[src/rtl/i2c_slave_regfile.sv]
// i2c_slave_regfile: I2C target with NREGS 8-bit registers behind an auto-incrementing pointer.
// Latency: each bus event acts 3 CLK after its pin edge (2-flop sync + edge flop); wr_strobe is a 1-CLK pulse.
// Backpressure: none; the master paces everything through SCL and the block never stretches the clock.
// Ports: CLK, Reset (synchronous, active-high); SCL, iSDA raw bus pins; oSDA_en open-drain pull-down;
//        wr_strobe/wr_index/wr_data report each committed byte; regs_flat exposes all registers;
//        busy is high while a transaction addressed to this device is in progress.
`timescale 1ns/1ps
module i2c_slave_regfile #(
  parameter logic [6:0] DEV_ADDR = 7'h50,
  parameter int         NREGS    = 4,
  parameter int         PW       = $clog2(NREGS)
) (
  input  logic                 CLK,
  input  logic                 Reset,
  input  logic                 SCL,
  input  logic                 iSDA,
  output logic                 oSDA_en,
  output logic                 wr_strobe,
  output logic [PW-1:0]        wr_index,
  output logic [7:0]           wr_data,
  output logic [8*NREGS-1:0]   regs_flat,
  output logic                 busy
);

  typedef enum logic [3:0] {
    IDLE, ADDR, ADDR_ACK, PTR, PTR_ACK, WDATA, WDATA_ACK, RDATA, RDATA_ACK, IGNORE
  } state_t;

  // Synchronizers and edge-detect flops; idle bus level is high.
  logic scl_s1, scl_s2, scl_d;
  logic sda_s1, sda_s2, sda_d;

  always_ff @(posedge CLK) begin
    if (Reset) begin
      {scl_s1, scl_s2, scl_d} <= 3'b111;
      {sda_s1, sda_s2, sda_d} <= 3'b111;
    end else begin
      scl_s1 <= SCL;
      scl_s2 <= scl_s1;
      scl_d  <= scl_s2;
      sda_s1 <= iSDA;
      sda_s2 <= sda_s1;
      sda_d  <= sda_s2;
    end
  end

  logic scl_rise, scl_fall, start_det, stop_det;
  assign scl_rise  = scl_s2 & ~scl_d;
  assign scl_fall  = ~scl_s2 & scl_d;
  // SCL must be high on both sides of the SDA edge, so an SDA change that
  // coincides with an SCL edge is never taken for a bus condition.
  assign start_det = ~sda_s2 & sda_d & scl_s2 & scl_d;
  assign stop_det  = sda_s2 & ~sda_d & scl_s2 & scl_d;

  state_t          state;
  logic [2:0]      bitcnt;
  logic [6:0]      shreg;
  logic [6:0]      txbyte;   // remaining read bits; bit 7 is on the wire already
  logic            rw;
  logic            ackph;    // 0: waiting to drive/release first half, 1: second half of ACK bit
  logic [PW-1:0]   ptr;
  logic [7:0]      regs [NREGS];

  logic [7:0] rx_byte;
  assign rx_byte = {shreg, sda_s2};

  always_ff @(posedge CLK) begin
    if (Reset) begin
      state     <= IDLE;
      bitcnt    <= '0;
      shreg     <= '0;
      txbyte    <= '0;
      rw        <= 1'b0;
      ackph     <= 1'b0;
      ptr       <= '0;
      oSDA_en   <= 1'b0;
      wr_strobe <= 1'b0;
      wr_index  <= '0;
      wr_data   <= '0;
      for (int i = 0; i < NREGS; i++) regs[i] <= 8'h00;
    end else begin
      wr_strobe <= 1'b0;
      if (start_det) begin
        state   <= ADDR;
        bitcnt  <= '0;
        ackph   <= 1'b0;
        oSDA_en <= 1'b0;
      end else if (stop_det) begin
        state   <= IDLE;
        oSDA_en <= 1'b0;
      end else begin
        case (state)
          ADDR: if (scl_rise) begin
            shreg  <= rx_byte[6:0];
            bitcnt <= bitcnt + 3'd1;
            if (bitcnt == 3'd7) begin
              rw    <= sda_s2;
              ackph <= 1'b0;
              state <= (rx_byte[7:1] == DEV_ADDR) ? ADDR_ACK : IGNORE;
            end
          end

          // Falling edge after the 8th bit pulls SDA, falling edge after the 9th releases it.
          ADDR_ACK, PTR_ACK, WDATA_ACK: if (scl_fall) begin
            if (!ackph) begin
              oSDA_en <= 1'b1;
              ackph   <= 1'b1;
            end else begin
              ackph  <= 1'b0;
              bitcnt <= '0;
              if (state == ADDR_ACK && rw) begin
                // Read starts on this same edge: latch the byte and drive its MSB.
                state   <= RDATA;
                txbyte  <= regs[ptr][6:0];
                oSDA_en <= ~regs[ptr][7];
              end else begin
                oSDA_en <= 1'b0;
                state   <= (state == ADDR_ACK) ? PTR : WDATA;
              end
            end
          end

          PTR: if (scl_rise) begin
            shreg  <= rx_byte[6:0];
            bitcnt <= bitcnt + 3'd1;
            if (bitcnt == 3'd7) begin
              ptr   <= rx_byte[PW-1:0];
              ackph <= 1'b0;
              state <= PTR_ACK;
            end
          end

          // Commit happens only on the 8th bit, so an aborted byte never writes.
          WDATA: if (scl_rise) begin
            shreg  <= rx_byte[6:0];
            bitcnt <= bitcnt + 3'd1;
            if (bitcnt == 3'd7) begin
              regs[ptr] <= rx_byte;
              wr_strobe <= 1'b1;
              wr_index  <= ptr;
              wr_data   <= rx_byte;
              ptr       <= ptr + PW'(1);
              ackph     <= 1'b0;
              state     <= WDATA_ACK;
            end
          end

          RDATA: begin
            if (scl_rise) begin
              bitcnt <= bitcnt + 3'd1;
              if (bitcnt == 3'd7) begin
                ackph <= 1'b0;
                state <= RDATA_ACK;
              end
            end else if (scl_fall) begin
              oSDA_en <= ~txbyte[6];
              txbyte  <= {txbyte[5:0], 1'b0};
            end
          end

          RDATA_ACK: begin
            if (scl_fall) begin
              if (ackph) begin
                state   <= RDATA;
                bitcnt  <= '0;
                txbyte  <= regs[ptr][6:0];
                oSDA_en <= ~regs[ptr][7];
                ackph   <= 1'b0;
              end else begin
                oSDA_en <= 1'b0;
              end
            end else if (scl_rise) begin
              ptr <= ptr + PW'(1);
              if (sda_s2) state <= IGNORE;
              else        ackph <= 1'b1;
            end
          end

          default: ;
        endcase
      end
    end
  end

  assign busy = (state != IDLE) && (state != IGNORE);

  for (genvar g = 0; g < NREGS; g++) begin : g_flat
    assign regs_flat[8*g +: 8] = regs[g];
  end

endmodule

[config.mk]
export PLATFORM = sky130hd
export DESIGN_NAME = i2c_slave_regfile
export DESIGN_NICKNAME = d
export VERILOG_FILES = /design/src/rtl/i2c_slave_regfile.sv
export SDC_FILE = /design/constraint.sdc
export NUM_CORES = 1
export LEC_CHECK = 0
export CORE_AREA = 2 2 101 93
export DETAILED_ROUTE_END_ITERATION = 7
export DIE_AREA = 0 0 103 95
export DONT_BUFFER_PORTS = 1
export GPL_ROUTABILITY_DRIVEN = 0
export MAX_ROUTING_LAYER = met4
export PLACE_DENSITY = 0.57
export SYNTH_ARGS = -nofsm -noshare
export SYNTH_HDL_FRONTEND = slang
export SYNTH_SLANG_ARGS = --single-unit
export TNS_END_PERCENT = 100
[constraint.sdc]
create_clock -name CLK -period 3.9 [get_ports CLK]
set_input_delay 0.78 -clock CLK [delete_from_list [all_inputs] [get_ports CLK]]
set_output_delay 0.78 -clock CLK [all_outputs]
set_load 0.02 [all_outputs]
==> impl_metrics.csv <==
group,metric,value,unit
status,status,"finished, final reports clean",
timing,slew_violations,0,
synthesis,syn_nets,362,
clock_tree,cts_hold_buffers,0,
synthesis,synth-edff-count,32,
global_routing,grt_overflow,0,
detailed_routing,drc,0,
placement,dp_hpwl,6250,um
layout,final_util,46.0,%
power_and_ir_drop,power.total,2.28,mW
critical_path,worstPathArrival,2.04,ns
global_routing,grt_pass1_wl,14300,um
synthesis,netlist_area,3830,um2
synthesis,async_flop_share,0,%
floorplan,core-area,8840,um2
detailed_routing,wirelength,9000,um
synthesis,syn_inst,354,
critical_path,startpoint_type,"flop",
critical_path,criticalPathCategory,"flop to primary output",
hold_path,hp-class,"flop to flop",
clock_tree,clockBufferDepth,2,
global_routing,grt_max_degree,37,
power_and_ir_drop,ir_drop,0.000225,V
layout,final_nets,349,
timing,slew-limit-headroom,28.8,%
clock_tree,htreeDepth,3,
floorplan,die_y,95,um
detailed_routing,via_count,2682,
detailed_routing,drt-pass1-iter-count,4,
timing,rsz0062_at_grt,"false",
timing,setup_violations,0,
clock_tree,cts_setup_buffers,0,
layout,most-common-layout-cells,"dfxtp_1 (45), nor2_1 (33), edfxtp_1 (32)",
clock_tree,path_clk_slew,0.09,ns
synthesis,ys_types,63,
critical_path,required,3.12,ns
global_routing,grtUsageTotal,20.1,%
clock_tree,clk_latency,0.35,ns
detailed_routing,via_per_inst,5.73,
synthesis,synth-seq-area-share,48.7,%
power_and_ir_drop,p_leak,1.61,nW
timing,hold_viol,0,
clock_tree,clock_sinks,77,
timing,fmax,0.355,GHz
clock_tree,cts_tree,"yes",
synthesis,ys_warn_count,0,
timing,clock_skew,0.0112,ns
layout,final_common_cell,"dfxtp_1",
synthesis,ys.flop_type,"dfxtp_1",
placement,io_buffers,0,
placement,pre_cts_slack,1.22,ns
clock_tree,cts_resized,0,
layout,layout-drive-gt1-share,13.3,%
job,drv_cap,0,
floorplan,initial_core_util,43.3,%
detailed_routing,wl_per_cell,19.2,um
synthesis,avgSynthCellArea,10.8,um2
global_routing,grt_pass1_vias,2584,
layout,syn2layout_area_growth,6.11,%
floorplan,dieWidth,103,um
clock_tree,cts_buffers,9,
floorplan,rows,33,
power_and_ir_drop,p_per_area,562,nW/um2
synthesis,ys_ff_latch,77,
global_routing,antenna_found_initial,0,
critical_path,cp-end-kind,"primary output",
clock_tree,clock-root-buffer,"clkbuf_8",
timing,setup_tns,0,ns
floorplan,io_pins,49,
detailed_routing,first_iter_violations,141,
synthesis,synthTopCellsByArea,"edfxtp_1 (25%), dfxtp_1 (24%), mux2i_1 (7.3%), mux4_2 (4.7%), and3_1 (3.9%)",
synthesis,post-synth-top-area-cell,"edfxtp_1",
timing,period_share,72.2,%
synthesis,synth.top_cell.area_share,25.1,%
timing,tightestPinTransition,1.07,ns
floorplan,die-area,9790,um2
detailed_routing,antenna_left,0,
timing,setup_ws,1.08,ns
layout,antennaDiodeCount,0,
timing,fin_crit,2.82,ns
critical_path,worstPathMaxFanout,29,
through the flow:
step                      instances  cell area [um2]  hold WS [ns]
after floorplan                 354             3830         0.389
after global routing            468             4060         0.435
final                           468             4060         0.412
after global placement          452             3860         0.392
after CTS                       468             4060         0.415
after detailed placement        452             3860         0.392
cell families after synthesis:
group / synth area share (%)
xor+xnor: 0.229
buf+inv: 4.55
simple gates: 21.4
mux: 12.3
compound gates: 11.6
fa+ha+maj: 1.31
flops: 48.7
cell type report:
cell class,count,area (um2)
clock buffer,10,149
timing repair buffer,2,15.0
clock inverter,6,53.8
fill,859,4780
inverter,7,26.3
multi-input combinational,244,1800
sequential,77,1860
tap,122,153
synthesized netlist by cell type (3+ instances only):
| cell | count |
|---|---|
| dfxtp_1 | 45 |
| nor2_1 | 33 |
| edfxtp_1 | 32 |
| mux2i_1 | 28 |
| and3_1 | 24 |
| a21oi_1 | 20 |
| nand2_1 | 20 |
| buf_2 | 10 |
| clkbuf_1 | 10 |
| and2_1 | 9 |
| mux4_2 | 8 |
| o21ai_0 | 8 |
| a311oi_1 | 7 |
| inv_1 | 7 |
| or2_2 | 7 |
| nand2b_1 | 6 |
| nand3_1 | 5 |
| nand4_1 | 5 |
| buf_6 | 4 |
| ha_1 | 4 |
| a211o_1 | 3 |
| a31oi_1 | 3 |
| nand3b_1 | 3 |
| nand4b_1 | 3 |
| nor3_1 | 3 |
power breakdown:
part / switching [mW] / internal (mW) / total [mW]
logic: 0.353 / 0.269 / 0.622
registers: 0.159 / 0.896 / 1.05
clock network: 0.323 / 0.281 / 0.603
layer usage:
metal  GRT usage [%]  vias up  part of all wire (%)
met3            7.40        6                   8.3
met2            29.3       93                    46
met5               -        -                     0
met1            26.8     1290                    45
li1                -     1293                     -
met4            4.28        0                  0.87
state kept, by name (all words and copies together) (netlist names), 2 cells and up, named ones only:
name and count:
shreg 7, wr_data 8, wr_index 2, txbyte 7, regs 32, state 4, bitcnt 3, ptr 2
worst max-delay path, stage by stage (launching register included):
cell and delay [ns]:
dfxtp_1 1.03, nand2b_1 0.35, nand3_1 0.30
path summary, 6_finish.rpt:
check,start,endpoint,slack [ns],cells past startpoint
max,state[0]$_SDFFE_PP0P_,busy,1.08,2
min,scl_s1$_SDFF_PP1_,scl_s2$_SDFF_PP1_,0.41,1
max reg2reg,state[0]$_SDFFE_PP0P_,regs[2][1]$_SDFFCE_PN0P_,1.18,5
min reg2reg,scl_s1$_SDFF_PP1_,scl_s2$_SDFF_PP1_,0.41,1
Note: power is estimated with default switching activity, not from simulation.
